## src/rtl/pc_channel_fifo.sv

```systemverilog
//============================================================================
// Module      : pc_channel_fifo
// Description : Buffered valid/ready channel between the 4-bit producer and
//               the consumer. Holds up to DEPTH words in order and presents
//               the head word combinationally (fall-through read).
//               Occupancy is tracked by a three-state machine
//               (EMPTY / PARTIAL / FULL); every flag decodes from that state.
// Optional    : `define PC_CHANNEL_ERR_EN adds the sticky overflow/underflow
//               outputs. The data path is identical with or without it.
// Ports       : clock      - system clock, rising edge
//               reset      - asynchronous assert, active-low
//               in_valid   - producer presents in_data
//               in_ready   - channel accepts a word (= !full)
//               in_data    - producer word
//               out_valid  - head word valid (= !empty)
//               out_ready  - consumer takes out_data this cycle
//               out_data   - head-of-queue word
//               count      - number of stored words
//               full/empty - occupancy flags
//               overflow   - (ERR_EN) sticky: in_valid seen while full
//               underflow  - (ERR_EN) sticky: out_ready seen while empty
// Revision    : 1.0 - initial release
//============================================================================
`default_nettype none

module pc_channel_fifo #(
  parameter int WIDTH = 4,
  parameter int DEPTH = 4   // power of 2, at least 2
) (
  input  logic                       clock,
  input  logic                       reset,
  input  logic                       in_valid,
  output logic                       in_ready,
  input  logic [WIDTH-1:0]           in_data,
  output logic                       out_valid,
  input  logic                       out_ready,
  output logic [WIDTH-1:0]           out_data,
  output logic [$clog2(DEPTH+1)-1:0] count,
  output logic                       full,
  output logic                       empty
`ifdef PC_CHANNEL_ERR_EN
  ,
  output logic                       overflow,
  output logic                       underflow
`endif
);

  localparam int PW = $clog2(DEPTH);
  localparam int CW = $clog2(DEPTH + 1);

  localparam logic [1:0] S_EMPTY   = 2'd0;
  localparam logic [1:0] S_PARTIAL = 2'd1;
  localparam logic [1:0] S_FULL    = 2'd2;

  localparam logic [CW-1:0] C_ONE      = CW'(1);
  localparam logic [CW-1:0] C_DEPTH_M1 = CW'(DEPTH - 1);

  logic [1:0]       state_q, state_d;
  logic [PW-1:0]    wr_ptr_q, rd_ptr_q;
  logic [CW-1:0]    count_q, count_d;
  logic [WIDTH-1:0] mem_q [DEPTH];

  logic w_push, w_pop;

  // Flags come straight from the registered state.
  assign empty     = (state_q == S_EMPTY);
  assign full      = (state_q == S_FULL);
  assign in_ready  = ~full;
  assign out_valid = ~empty;
  assign count     = count_q;
  assign out_data  = mem_q[rd_ptr_q];

  assign w_push = in_valid & in_ready;
  assign w_pop  = out_ready & out_valid;

  always_comb begin
    state_d = state_q;
    count_d = count_q;
    if (w_push && !w_pop) begin
      count_d = count_q + C_ONE;
    end else if (w_pop && !w_push) begin
      count_d = count_q - C_ONE;
    end
    case (state_q)
      S_EMPTY: begin
        if (w_push) state_d = S_PARTIAL;
      end
      S_PARTIAL: begin
        // Simultaneous push+pop keeps occupancy, so only one-sided
        // transfers can leave PARTIAL.
        if (w_push && !w_pop && count_q == C_DEPTH_M1) begin
          state_d = S_FULL;
        end else if (w_pop && !w_push && count_q == C_ONE) begin
          state_d = S_EMPTY;
        end
      end
      S_FULL: begin
        if (w_pop) state_d = S_PARTIAL;
      end
      default: state_d = S_EMPTY;
    endcase
  end

  always_ff @(posedge clock or negedge reset) begin
    if (!reset) begin
      state_q  <= S_EMPTY;
      count_q  <= '0;
      wr_ptr_q <= '0;
      rd_ptr_q <= '0;
    end else begin
      state_q <= state_d;
      count_q <= count_d;
      if (w_push) wr_ptr_q <= wr_ptr_q + PW'(1);
      if (w_pop)  rd_ptr_q <= rd_ptr_q + PW'(1);
    end
  end

  // Storage is cleared on reset so out_data reads 0 before the first push.
  always_ff @(posedge clock or negedge reset) begin
    if (!reset) begin
      for (int i = 0; i < DEPTH; i++) begin
        mem_q[i] <= '0;
      end
    end else if (w_push) begin
      mem_q[wr_ptr_q] <= in_data;
    end
  end

`ifdef PC_CHANNEL_ERR_EN
  logic overflow_q, underflow_q;

  always_ff @(posedge clock or negedge reset) begin
    if (!reset) begin
      overflow_q  <= 1'b0;
      underflow_q <= 1'b0;
    end else begin
      if (in_valid && full)   overflow_q  <= 1'b1;
      if (out_ready && empty) underflow_q <= 1'b1;
    end
  end

  assign overflow  = overflow_q;
  assign underflow = underflow_q;
`endif

endmodule

`default_nettype wire
```

## config.mk

```make
export PLATFORM = sky130hd
export DESIGN_NAME = pc_channel_fifo
export DESIGN_NICKNAME = d
export VERILOG_FILES = /design/src/rtl/pc_channel_fifo.sv
export SDC_FILE = /design/constraint.sdc
export NUM_CORES = 1
export LEC_CHECK = 0
export ABC_AREA = 1
export CORE_UTILIZATION = 45
export CTS_BUF_LIST = sky130_fd_sc_hd__clkbuf_4 sky130_fd_sc_hd__clkbuf_8
export CTS_CLUSTER_SIZE = 24
export DETAILED_ROUTE_END_ITERATION = 10
export GPL_TIMING_DRIVEN = 0
export PLACE_DENSITY_LB_ADDON = 0.08
export SLEW_MARGIN = 40
export SYNTH_ARGS = -nofsm -noshare
export SYNTH_HDL_FRONTEND = slang
export SYNTH_SLANG_ARGS = --single-unit
```

## constraint.sdc

```tcl
create_clock -name clock -period 2.1 [get_ports clock]
set_clock_uncertainty 0.1 [all_clocks]
set_input_delay 0.42 -clock clock [delete_from_list [all_inputs] [get_ports clock]]
set_output_delay 0.42 -clock clock [all_outputs]
set_load 0.005 [all_outputs]
```

==> run summary <==
The library cell used most frequently in the layout, excluding fill and tap cells, is sky130_fd_sc_hd__nand2_1. The clock period minus worst slack is roughly 2000 ps. In this run the worst path has a maximum fanout of 6. The final max-slew violation count came out at 0. The overflow left after global routing is 0.

In this run the static leakage power is a little over 0.8 nW. Of the total power, the share spent switching nets is 39.1%. The number of antenna violations at the first check in global routing came to 0.

The via-per-instance ratio is between 5 and 6. The first-pass iteration count of the detailed router is 4. The horizontal extent of the die is 55.7 µm. The clock transition time at the flip-flop clock pins of the worst setup and hold paths came out at approximately 140 ps. The flip-flop and latch count after synthesis came out at 25. The number of clock sinks came out at 25.

The detailed router finished its first iteration with 57 violations. For the pin with the worst max-slew slack, the measured transition is 572 ps. The worst ir drop on vdd came out at roughly 870 µV.

The global routing usage summed across all routing layers came out at 17.7%. STA classifies the critical path startpoint as a flop. The number of hold violations in the final report is 0. The utilization after layout came out at between 50% and 60%. In the routed design, unresolved DRC markers number 0.

Setup repair after global routing left no endpoint under its margin. The cell at the slowest stage of the critical path is sky130_fd_sc_hd__clkdlybuf4s50_1. Cells with a size suffix above 1 make up a little under an eighth of the layout.

The clock passes through at most 2 buffers. The number of antenna-violating nets in the routed design came out at 0. Of the synthesized area, sequential elements account for about half. The region available for standard cell placement spans ~2700 µm². Headroom to the max-slew limit came out at between 60% and 70%. Traced cell by cell, the critical path runs through nor2_1 -> clkdlybuf4s50_1. In this run, the clock network consumes 10.4% of the power.

The fraction of the cycle the final worst path needs came out at 96.3%. The vias after detailed routing is approximately 1000. The routed wire length is between 2000 and 3000 µm.

Yosys mapped the design onto 18 distinct sky130hd cell types. The via count of the first global-routing pass came to 996. The type of the tightest min-delay check is flop to flop. The max-capacitance violation count came out at 0. The fraction of power consumed by combinational cells came out at approximately half. The initial cell density of the core is around 47%.

Clock latency on the worst-skew pair, taken at its later pin, is approximately 320 ps. The cell area after placement came out at between 1500 and 2000 µm². The area of the mapped netlist is ~1300 µm². The number of primary I/O pins came out at 19.

The run finished with clean final reports. Timing would allow up to roughly 490 MHz. The sequential share of power came out at between 30% and 40%. Routability-driven placement finished with a final weighted congestion of about 0.77. The mean instance size in the synthesized netlist is 8.82 µm². The count of flip-flops with a built-in enable after synthesis is 0. The count of buffers from port buffering came out at 18.

The biggest cell delay along the critical path came out at 530 ps. The net count of the finished layout is between 150 and 200. In this run the vertical extent of the chip is ~56 µm. The cell area power density is approximately 1300 nW/µm². STA classifies the critical path endpoint as a primary output. The most used flip-flop cell after synthesis is sky130_fd_sc_hd__dfrtp_1. The total number of yosys warnings is 0. The layout overhead on the synthesized area came out at 24.1%. Dividing the detail-routed wire length by the instance count gives between 10 and 15 µm. In the layout the commonest cells are 30 x sky130_fd_sc_hd__nand2_1, 28 x sky130_fd_sc_hd__o21ai_0, 24 x sky130_fd_sc_hd__dfrtp_1. The worst hold-check slack is 403 ps. The number of nets in the synthesized netlist came out at between 150 and 200. Data on the critical path arrives at its endpoint at about 1500 ps. The fraction of registers with async set or reset after synthesis is 100%. The post-synthesis cell count is between 100 and 150. The finished cells cover around 1600 µm². The total of endpoints with negative setup slack in the final report came out at 0.

The antenna diode instance count is 0. The worst reg-to-reg path cell count is 8. The number of cells on the worst hold path came out at 2.

The internal power of the cells totals around 1.3 mW. Clock tree synthesis selected as its root buffer the cell sky130_fd_sc_hd__clkbuf_4. The die covers just over 3000 µm².

The analysis attributes to net switching a power of roughly 0.84 mW. The global-route wire length before repair came out at ~4300 µm. In this run the number of H-tree levels came out at 1. The number of rows created at floorplan is 19. The number of buffers inserted during clock tree synthesis came out at 3. Detailed placement ended at an HPWL of around 1800 µm. TritonCTS built the clock tree.

The worst setup path is of the flop to primary output kind. The largest net degree at the start of global routing is 26. The worst path required time came out at ~1600 ps.
-- Yosys cell counts (2+ instances only) --
cell                       n  area (µm²)
sky130_fd_sc_hd__o21a_1    4        30.0
sky130_fd_sc_hd__dfrtp_1  25         626
sky130_fd_sc_hd__o21ai_0  28         140
sky130_fd_sc_hd__nand3_2   4        40.0
sky130_fd_sc_hd__nand2_1  30         113
sky130_fd_sc_hd__nor2_1   10        37.5
sky130_fd_sc_hd__xor2_1    3        26.3
sky130_fd_sc_hd__xnor2_1   2        17.5
sky130_fd_sc_hd__nand3_1   3        15.0
sky130_fd_sc_hd__inv_1    19        71.3
sky130_fd_sc_hd__o21ai_1   3        15.0
sky130_fd_sc_hd__ha_1     10         125
-- layout make-up --
type	count	area, µm²
clock buffer	3	22.5
multi-input combinational	100	583
timing repair buffer	25	226
sequential	25	627
buffer	2	16.3
fill	267	1120
inverter	20	87.6
clock inverter	1	7.51
tap	31	38.8
-- power groups by stage --
stage / Combinational [mW] / Clock, mW / Sequential (mW)
finish: 1.08 / 0.223 / 0.840
floorplan: 0.653 / 0 / 0.818
detailed placement: 1.05 / 0 / 0.847
global placement: 1.02 / 0 / 0.832
global route: 1.22 / 0.249 / 0.869
CTS: 1.06 / 0.234 / 0.839
-- flip-flops by register name, summed over array words and instances (netlist names) --
signal,cells
state_q,2
wr_ptr_q,2
rd_ptr_q,2
count,3
mem_q,16
-- worst max-delay path: cells and delay by family (launching register included) --
family / cells / cell delay (ps)
DFF: 1 / 480
buffers and inverters: 1 / 530
and+or+nand+nor: 1 / 180
-- worst paths after layout --
| path | startpoint | end | slack [ps] |
|---|---|---|---|
| worst min-delay path | mem_q[10]$_DFFE_PN0P_ | mem_q[10]$_DFFE_PN0P_ | 400 |
| worst max register to register | state_q[1]$_DFFE_PN0P_ | count[2]$_DFFE_PN0P_ | 270 |
| worst max-delay path | state_q[1]$_DFFE_PN0P_ | empty | 80 |
| min in group asynchronous | reset | count[0]$_DFFE_PN0P_ | 510 |
| worst min register to register | mem_q[10]$_DFFE_PN0P_ | mem_q[10]$_DFFE_PN0P_ | 400 |
| max in group asynchronous | reset | state_q[1]$_DFFE_PN0P_ | 980 |
-- per-stage QoR --
step,instances,TNS [ps],power (mW),setup slack (ps)
after floorplan,147,0,1.47,489
after global placement,196,-33.7,1.85,-33.7
after detailed placement,196,-195,1.90,-102
after CTS,203,0,2.14,13.1
after global routing,207,0,2.33,14.7
final,207,0,2.14,78.1
-- metal layers --
metal  share of wire [%]  vias to the layer above  GRT usage, %  wire (µm)
li1                    -                      527             -          -
met1                  48                      504          22.5       1260
met5                   0                        -             0          0
met3                 2.7                        2          2.33         71
met2                  49                       14          30.8       1290
met4                0.68                        0          6.43         18
-- cells by family after synthesis --
| group | after synthesis | synth area share [%] |
|---|---|---|
| and+or+nand+nor | 48 | 16.7 |
| AOI/OAI and AO/OA | 37 | 15.3 |
| xor gates and xnor gates | 5 | 3.38 |
| DFF | 25 | 48.3 |
| adders and majority gates | 10 | 9.65 |
| buffers and inverters | 22 | 6.76 |
-- timing repair --
| item | CTS | global route |
|---|---|---|
| hold endpoints to repair | 25 | 0 |
| hold buffers | 1 | 0 |
| endpoints found under the setup margin | 5 | 3 |
| resized for setup | 9 | 2 |
| setup buffers | 2 | 4 |
Power figures use the tool's default switching activity.
